File: src/rtl/collatz_start_ctrl_if.sv
// collatz_start_ctrl_if: bundle of key, switch, engine-handshake and display
// signals around the Collatz start controller.
// master: the controller side. slave: the board and range-engine side.
`timescale 1ns/1ps
interface collatz_start_ctrl_if #(
  parameter int N_BITS   = 8,
  parameter int CNT_BITS = 16
);
  logic [3:0]          key_n;
  logic [N_BITS-1:0]   sw;
  logic                done;
  logic [CNT_BITS-1:0] count_in;
  logic [N_BITS-1:0]   start;
  logic                go;
  logic                busy;
  logic [CNT_BITS-1:0] count_out;
  logic                valid;

  modport master (
    input  key_n, sw, done, count_in,
    output start, go, busy, count_out, valid
  );

  modport slave (
    output key_n, sw, done, count_in,
    input  start, go, busy, count_out, valid
  );
endinterface

File: src/rtl/collatz_start_ctrl.sv
// collatz_start_ctrl: pushbutton front end and run controller for the Collatz
// range engine. Debounces four active-low keys, edits the start value
// (inc/dec with auto-repeat, load from switches), launches the engine with a
// one-cycle go and latches the returned iteration count.
// Optional macro COLLATZ_START_CTRL_WRAP_EN: inc/dec wrap around at the
// range ends instead of saturating.
`timescale 1ns/1ps
module collatz_start_ctrl #(
  parameter int N_BITS          = 8,
  parameter int MAX_VAL         = 255,
  parameter int CNT_BITS        = 16,
  parameter int DEBOUNCE_CYCLES = 500000,
  parameter int REPEAT_DELAY    = 25000000,
  parameter int REPEAT_RATE     = 5000000
) (
  input logic                  clk,
  input logic                  reset,
  collatz_start_ctrl_if.master bus
);
  localparam int DB_W = $clog2(DEBOUNCE_CYCLES + 1);
  localparam int RP_W = $clog2(REPEAT_DELAY + REPEAT_RATE + 1);
  localparam logic [N_BITS-1:0] MAX_N = N_BITS'(MAX_VAL);

`ifdef COLLATZ_START_CTRL_WRAP_EN
  localparam logic WRAP = 1'b1;
`else
  localparam logic WRAP = 1'b0;
`endif

  typedef enum logic [1:0] {S_IDLE, S_LAUNCH, S_WAIT} state_t;

  // One-cycle press events: [0] inc, [1] dec, [2] load, [3] go
  logic [3:0] key_ev;

  for (genvar gi = 0; gi < 4; gi++) begin : g_key
    // Levels are stored as "pressed" (inverted key_n), so reset = released.
    logic            sync1_q, sync2_q;
    logic            deb_q, deb_d;
    logic            ev_q, ev_d;
    logic            rep_fire;
    logic [DB_W-1:0] cnt_q, cnt_d;

    // Synchroniser, debounce state and event register
    always_ff @(posedge clk) begin
      if (reset) begin
        sync1_q <= 1'b0;
        sync2_q <= 1'b0;
        deb_q   <= 1'b0;
        cnt_q   <= '0;
        ev_q    <= 1'b0;
      end else begin
        sync1_q <= ~bus.key_n[gi];
        sync2_q <= sync1_q;
        deb_q   <= deb_d;
        cnt_q   <= cnt_d;
        ev_q    <= ev_d;
      end
    end

    // Accept a new level after DEBOUNCE_CYCLES consecutive differing samples;
    // an event is the press edge or an auto-repeat tick while still pressed
    always_comb begin
      cnt_d = '0;
      deb_d = deb_q;
      if (sync2_q != deb_q) begin
        if (cnt_q == DB_W'(DEBOUNCE_CYCLES - 1)) begin
          deb_d = sync2_q;
        end else begin
          cnt_d = cnt_q + 1'b1;
        end
      end
      ev_d = deb_d & (~deb_q | rep_fire);
    end

    if (gi < 2) begin : g_rep
      logic [RP_W-1:0] rep_q, rep_d;
      logic            fire;

      // Hold-time counter: first tick at REPEAT_DELAY, then every REPEAT_RATE
      always_comb begin
        rep_d = '0;
        fire  = 1'b0;
        if (deb_q) begin
          rep_d = rep_q + 1'b1;
          if (rep_d == RP_W'(REPEAT_DELAY)) begin
            fire = 1'b1;
          end else if (rep_d == RP_W'(REPEAT_DELAY + REPEAT_RATE)) begin
            fire  = 1'b1;
            rep_d = RP_W'(REPEAT_DELAY);
          end
        end
      end

      // Hold-time counter register
      always_ff @(posedge clk) begin
        if (reset) begin
          rep_q <= '0;
        end else begin
          rep_q <= rep_d;
        end
      end

      assign rep_fire = fire;
    end else begin : g_norep
      assign rep_fire = 1'b0;
    end

    assign key_ev[gi] = ev_q;
  end

  state_t              state_q, state_d;
  logic [N_BITS-1:0]   start_q, start_d;
  logic [N_BITS-1:0]   edit_val, inc_val, dec_val;
  logic [CNT_BITS-1:0] count_q, count_d;
  logic                valid_q, valid_d;

  // Run FSM, start-value edits and result latch
  always_comb begin
    state_d  = state_q;
    start_d  = start_q;
    count_d  = count_q;
    valid_d  = valid_q;
    inc_val  = (start_q >= MAX_N) ? (WRAP ? '0 : MAX_N) : start_q + 1'b1;
    dec_val  = (start_q == '0) ? (WRAP ? MAX_N : '0) : start_q - 1'b1;
    edit_val = start_q;
    case (state_q)
      S_IDLE: begin
        if (key_ev[2]) begin
          edit_val = (bus.sw > MAX_N) ? MAX_N : bus.sw;
        end else if (key_ev[0] && !key_ev[1]) begin
          edit_val = inc_val;
        end else if (key_ev[1] && !key_ev[0]) begin
          edit_val = dec_val;
        end
        // Only an edit that actually moves start invalidates the result
        if (edit_val != start_q) begin
          start_d = edit_val;
          valid_d = 1'b0;
        end
        if (key_ev[3]) begin
          state_d = S_LAUNCH;
        end
      end
      S_LAUNCH: begin
        state_d = S_WAIT;
      end
      S_WAIT: begin
        if (bus.done) begin
          count_d = bus.count_in;
          valid_d = 1'b1;
          state_d = S_IDLE;
        end
      end
      default: begin
        state_d = S_IDLE;
      end
    endcase
  end

  // Controller state registers
  always_ff @(posedge clk) begin
    if (reset) begin
      state_q <= S_IDLE;
      start_q <= '0;
      count_q <= '0;
      valid_q <= 1'b0;
    end else begin
      state_q <= state_d;
      start_q <= start_d;
      count_q <= count_d;
      valid_q <= valid_d;
    end
  end

  assign bus.start     = start_q;
  assign bus.go        = (state_q == S_LAUNCH);
  assign bus.busy      = (state_q != S_IDLE);
  assign bus.count_out = count_q;
  assign bus.valid     = valid_q;
endmodule

File: src/flat_wrapper.sv
// flat-port wrapper written by rule: the top's interface ports become plain ports
module collatz_start_ctrl_flat 
#(
  parameter int N_BITS          = 8,
  parameter int MAX_VAL         = 255,
  parameter int CNT_BITS        = 16,
  parameter int DEBOUNCE_CYCLES = 500000,
  parameter int REPEAT_DELAY    = 25000000,
  parameter int REPEAT_RATE     = 5000000
)
  (clk, reset, bus_key_n, bus_sw, bus_done, bus_count_in, bus_start, bus_go, bus_busy, bus_count_out, bus_valid);
  collatz_start_ctrl_if #(.N_BITS(N_BITS), .CNT_BITS(CNT_BITS)) bus_i ();
  input logic clk;
  input logic reset;
  input wire logic [$bits(bus_i.key_n)-1:0] bus_key_n;
  input wire logic [$bits(bus_i.sw)-1:0] bus_sw;
  input wire logic [$bits(bus_i.done)-1:0] bus_done;
  input wire logic [$bits(bus_i.count_in)-1:0] bus_count_in;
  output wire logic [$bits(bus_i.start)-1:0] bus_start;
  output wire logic [$bits(bus_i.go)-1:0] bus_go;
  output wire logic [$bits(bus_i.busy)-1:0] bus_busy;
  output wire logic [$bits(bus_i.count_out)-1:0] bus_count_out;
  output wire logic [$bits(bus_i.valid)-1:0] bus_valid;
  assign bus_i.key_n = bus_key_n;
  assign bus_i.sw = bus_sw;
  assign bus_i.done = bus_done;
  assign bus_i.count_in = bus_count_in;
  assign bus_start = bus_i.start;
  assign bus_go = bus_i.go;
  assign bus_busy = bus_i.busy;
  assign bus_count_out = bus_i.count_out;
  assign bus_valid = bus_i.valid;
  collatz_start_ctrl #(.N_BITS(N_BITS), .MAX_VAL(MAX_VAL), .CNT_BITS(CNT_BITS), .DEBOUNCE_CYCLES(DEBOUNCE_CYCLES), .REPEAT_DELAY(REPEAT_DELAY), .REPEAT_RATE(REPEAT_RATE)) u_core (.clk(clk), .reset(reset), .bus(bus_i));
endmodule
File: config.mk
export PLATFORM = sky130hd
export DESIGN_NAME = collatz_start_ctrl_flat
export DESIGN_NICKNAME = d
export VERILOG_FILES = /design/src/rtl/collatz_start_ctrl_if.sv /design/src/rtl/collatz_start_ctrl.sv /design/src/flat_wrapper.sv
export SDC_FILE = /design/constraint.sdc
export NUM_CORES = 1
export LEC_CHECK = 0
export CORE_MARGIN = 1.5
export CORE_UTILIZATION = 55
export CTS_BUF_LIST = sky130_fd_sc_hd__clkbuf_16
export DETAILED_ROUTE_END_ITERATION = 10
export GPL_TIMING_DRIVEN = 0
export PLACE_DENSITY = 0.75
export SYNTH_ARGS = -nofsm -noshare
export SYNTH_HDL_FRONTEND = slang
export SYNTH_SLANG_ARGS = --single-unit
File: constraint.sdc
create_clock -name clk -period 4.15 [get_ports clk]
set_clock_uncertainty 0.15 [all_clocks]
set_input_delay 0.83 -clock clk [delete_from_list [all_inputs] [get_ports clk]]
set_output_delay 0.83 -clock clk [all_outputs]
set_load 0.02 [all_outputs]
* Yosys cells after proc, flatten, opt, wreduce, memory -nomap -nowiden
Index checks and enable logic that the tools add are counted.
** Word-level totals
- Flip-flop bits (word level) :: 169
- Output and inout port bits :: 27
** Operators by class
- Equality and inequality tests :: 18
- Order comparisons :: 2
- Mux-type cells :: 31
- Bitwise logic cells :: 18
- Reduce and logical (&&, ||, !) cells :: 18
- Add/sub/neg operators :: 8
** Operator list (count)
- == test 25 bit, second input constant :: 4
- two-way mux 25 bit :: 4
- adder 19 x 1 -> 19 bit, second input constant :: 4
- == test 19 bit, second input constant :: 4
- two-way mux 8 bit :: 7
- adder 25 x 1 -> 25 bit, second input constant :: 2
- two-way mux 1 bit :: 16
- NOT 1 bit :: 12
- OR reduction 3 bit :: 4
- adder 8 x 1 -> 8 bit, second input constant :: 1
- greater-or-equal comparator 8 bit, second input constant :: 1
- > comparator 8 bit, second input constant :: 1
- zero test 8 bit :: 1
- inequality test 8 bit :: 1
- subtractor 8 x 1 -> 8 bit, second input constant :: 1
- one-hot mux 2 bit (3 select lines) :: 1
- AND reduction 2 bit :: 3
- bitwise AND 1 bit :: 4
- two-way mux 2 bit :: 2
- inequality test 1 bit :: 4
- inequality test 2 x 1 -> 1 bit, second input constant :: 2
- nonzero test 2 bit :: 2
- OR reduction 2 bit :: 2
- AND reduction 3 bit :: 1
- other kinds (8) :: 11

* Logic depth before layout (Yosys ltp)
- Depth in word-level cells :: 9
- Mapped depth :: 11
- Depth with buffers taken out :: 9

* Worst setup path before layout
No wires, ideal clock.
- Kind :: reg-to-reg
- Start :: register u_core.start_q[0], in the netlist u_core.bus.start[0]
- End :: register u_core.start_q[0], in the netlist u_core.bus.start[0]
- Stages on the path, launching flop included :: 12
- Setup slack :: 1095 ps
- Arrival :: 2778 ps
- Period minus slack after synthesis :: 3055 ps
- Cells stage by stage :: dfxtp_1 -> clkbuf_1 -> inv_1 -> ha_1 -> nor4b_2 -> nand3_1 -> and4b_1 -> a41oi_1 -> and3_1 -> clkbuf_1 -> a21oi_1 -> or3b_1
** On the way
- Longest elaborated chain between the ends :: 8
- Elaborated cells between the ends (all ways) :: 12
- Classes of those cells :: add/sub: 2; order compare: 1; eq/ne: 1; mux: 6; reduce/logical: 2
** RTL lines
- start, declared :: line collatz_start_ctrl.sv:112 : logic [N_BITS-1:0] start_q, start_d;
- start signal, assigned :: line collatz_start_ctrl.sv:169 : start_q <= start_d;
- subtractor 8 x 1 -> 8 bit / zero test 8 bit (equally long branches) :: line collatz_start_ctrl.sv:124 : dec_val = (start_q == '0) ? (WRAP ? MAX_N : '0) : start_q - 1'b1;
- two-way mux 8 bit :: line collatz_start_ctrl.sv:124
- two-way mux 8 bit :: line collatz_start_ctrl.sv:132 : end else if (key_ev[1] && !key_ev[0]) begin
- two-way mux 8 bit :: line collatz_start_ctrl.sv:130 : end else if (key_ev[0] && !key_ev[1]) begin
- two-way mux 8 bit :: line collatz_start_ctrl.sv:128 : if (key_ev[2]) begin
- two-way mux 8 bit :: line collatz_start_ctrl.sv:126 : case (state_q)
- inequality test 8 bit :: line collatz_start_ctrl.sv:136 : if (edit_val != start_q) begin
- AND reduction 2 bit (no source line)
Several ways; a longest one is shown, not always the timed one. The select of a mux whose other input is x is not followed.
A chain may end at the register's enable or synchronous reset.

* Worst setup path in the final report
Same ends and word-level chain as after synthesis.

==> flow_metrics.py <==
metrics = {
    "run_status": {
        "status": "completed",
    },
    "pwr": {
        "power_density_nw_per_um2": 337,
        "internal_power_w": 0.00267,
        "seqPwrFrac_pct": 48.6,
        "p_sw_w": 0.000686,
        "power_leakage_nw": 3.25,
        "finalPower_w": 0.00335,
        "power_frac_comb_pct": 1.8,
        "ir_drop_v": 0.000711,
        "swShare_pct": 20.5,
        "clkPwrFrac_pct": 49.6,
    },
    "timing": {
        "min_period_ns": 3.73,
        "setup_violations": 0,
        "fin_crit_sh_pct": 89.8,
        "drv_slew": 0,
        "grt_setup_unrepaired": "false",
        "hold_violations": 0,
        "timing.fmax_ghz": 0.268,
        "relSlewSlack_pct": 47.2,
        "setup-tns-final_ns": 0,
        "tightest_slew_ns": 0.786,
    },
    "clock_network": {
        "holdBufCountCts": 0,
        "cts_buffers": 17,
        "clockBufferDepth": 2,
        "h-tree-depth": 4,
        "post_cts_resize_count": 0,
        "clk_pin_slew_ns": 0.06,
        "cts_tree": "done",
        "cts_setup_buffers": 0,
        "cts-root-buf": "clkbuf_16",
        "clock_sinks": 169,
        "clock_latency_ns": 0.43,
    },
    "cells_and_area": {
        "nets": 1154,
        "drive_gt1_share_pct": 5.41,
        "multi_input_area_um2": 4850,
        "final_cell_mix": "dfxtp_1, nor2_1, nand2_1",
        "num-fill-cells": 1310,
        "antenna_cells": 0,
        "area_growth_pct": 16.8,
        "layout_commonest_cell": "dfxtp_1",
        "seqCellArea_um2": 3380,
    },
    "yosys": {
        "synth-async-reset-ratio_pct": 0,
        "syn_avg_cell_area_um2": 8.20,
        "syn_area_um2": 8510,
        "synth_edf_count": 0,
        "ys_seq_elements": 169,
        "synth.distinct_cells": 74,
        "seq_area_frac_synth_pct": 39.7,
        "yosys_warnings": 0,
        "ys.flop_type": "dfxtp_1",
        "syn_nets": 1078,
        "synth_cells": 1038,
    },
    "routing": {
        "drtIter0Drc": 559,
        "drt_wl_total_um": 19600,
        "dr.pass1.iters": 5,
        "drc_errors": 0,
        "vias": 7602,
        "wl_per_cell_um": 14.9,
        "avgViaCountPerCell": 5.78,
        "postRouteAntennaNets": 0,
    },
    "setup_path": {
        "timing.rr.start": "u_core.bus.start[0]$_SDFFE_PP0P_",
        "r2r_slack_ns": 0.42,
        "worstPathArrival_ns": 3.88,
        "crit_required_ns": 4.30,
        "cp-start-kind": "flop",
        "rr_worst_depth": 10,
        "critPathMaxFanout": 10,
        "critPathCaptureType": "flop",
        "critPathKind": "reg -> reg",
        "r2r-end": "u_core.bus.start[0]$_SDFFE_PP0P_",
    },
    "placed_design": {
        "io_buffers": 57,
        "globalplace.congestion": 0.938,
        "dp_hpwl_um": 13700,
    },
    "grt": {
        "antenna_found_initial": 0,
        "grt-ovfl-total": 0,
        "grt_pass1_vias": 6866,
        "grt_pass1_wl_um": 33100,
        "grt_max_degree": 17,
        "track_usage_pct": 25.1,
    },
    "worst_hold_path": {
        "holdCritPathClass": "reg -> reg",
        "hold_path_end": "u_core.state_q[0]$_SDFFE_PP0P_",
        "holdPathStages": 1,
        "hp-start": "u_core.g_key[3].ev_q$_SDFF_PP0_",
    },
    "floorplanning": {
        "core-area_um2": 15100,
        "initial_utilization_pct": 56.2,
        "die_height_um": 127,
        "dieArea_um2": 16200,
        "num_rows": 45,
        "die_w_um": 127,
        "ioPinCount": 58,
    },
    "job": {
        "maxCapViolCount": 0,
    },
}
## per-layer routing
metal  share of wire [%]  GRT usage (%)
met5                   0              0
met4                 2.2           10.2
met3                 5.3           4.40
met2                  45           38.4
met1                  48           35.0
## cell type report
class                      count  share of cell area [%]
sequential                   169                    34.0
inverter                      22                   0.831
buffer                        49                    1.95
multi-input combinational    798                    48.8
timing repair buffer          57                    5.74
clock inverter                15                    1.99
clock buffer                  17                    4.28
tap                          188                    2.37
## flip-flops by register name, indices dropped and copies added (netlist names)
register and flops:
u_core.g_key.sync1_q 4, u_core.bus.valid 1, u_core.bus.start 8, u_core.g_key.deb_q 4
u_core.g_key.g_rep.rep_q 50, u_core.state_q 2, u_core.g_key.cnt_q 76, u_core.g_key.sync2_q 4
u_core.bus.count_out 16, u_core.g_key.ev_q 4
## power groups by stage
| stage | Clock, W | Combinational (W) | Sequential, W |
|---|---|---|---|
| final | 0.00166 | 0.0000600 | 0.00163 |
| after detailed placement | 0 | 0.0000598 | 0.00167 |
| after global placement | 0 | 0.0000602 | 0.00167 |
| after CTS | 0.00169 | 0.0000607 | 0.00163 |
| after floorplan | 0 | 0.0000197 | 0.00166 |
| after global routing | 0.00177 | 0.0000648 | 0.00163 |
## how the worst max path moves through the flow
stage	from	end	slack, ns	cells after the start
after floorplan	u_core.bus.start[0]$_SDFFE_PP0P_	u_core.bus.start[0]$_SDFFE_PP0P_	1.09	11
after global placement	u_core.bus.start[0]$_SDFFE_PP0P_	u_core.bus.start[0]$_SDFFE_PP0P_	0.49	11
after detailed placement	u_core.bus.start[0]$_SDFFE_PP0P_	u_core.bus.start[0]$_SDFFE_PP0P_	0.55	11
after CTS	u_core.bus.start[0]$_SDFFE_PP0P_	u_core.bus.start[0]$_SDFFE_PP0P_	0.51	11
after global routing	u_core.bus.start[0]$_SDFFE_PP0P_	u_core.bus.start[0]$_SDFFE_PP0P_	0.09	11
final	u_core.bus.start[0]$_SDFFE_PP0P_	u_core.bus.start[0]$_SDFFE_PP0P_	0.42	10
## worst max-delay path, cell delays in order (launching register included)
cell and delay [ns]:
dfxtp_1 0.35, clkbuf_1 0.23, inv_1 0.23, ha_1 0.21, nor4b_2 0.59, nand2_1 0.15
o221a_2 0.29, o211ai_1 0.57, nand2_1 0.30, nand4_1 0.17, or3b_1 0.36
## kinds of logic after synthesis
| family | after synthesis | synth area share [%] |
|---|---|---|
| AO/OA/AOI/OAI | 138 | 10.7 |
| XOR/XNOR | 118 | 12.1 |
| adder cells (fa/ha/maj) | 9 | 1.32 |
| buffers and inverters | 71 | 3.25 |
| flip-flops | 169 | 39.7 |
| multiplexers | 6 | 0.735 |
| AND/OR/NAND/NOR | 527 | 32.1 |
## Yosys cell counts (all sizes together) (7+ instances only)
master	count	share of area [%]
o211ai	9	0.79
nor4	20	1.9
or3	19	1.4
nor2b	13	0.96
nand4	31	2.5
a31oi	12	0.88
nand3	75	4.5
nand2	97	4.3
nor4b	7	0.79
nor3b	10	0.88
xor2	70	7.2
nor2	144	6.3
and3	27	2.0
buf	13	0.69
and4	7	0.72
clkbuf	36	1.6
nor3	30	1.8
nand2b	16	1.2
ha	9	1.3
xnor2	48	4.9
o21ai	23	1.4
a21oi	51	3.3
inv	22	0.97
dfxtp	169	40
or4	9	0.79
## stage by stage
step                      cell area (um2)  worst slack, ns  utilization (%)  hold WS, ns  instances
after floorplan                      8510             1.09                -        0.256       1038
after detailed placement             9320            0.547             61.5        0.271       1283
after global routing                 9940           0.0861             65.6        0.305       1315
after CTS                            9940            0.508             65.6        0.286       1315
final                                9940            0.422             65.6        0.279       1315
after global placement               9320            0.488             61.5        0.263       1283
Note: power is estimated with default switching activity, not from simulation.
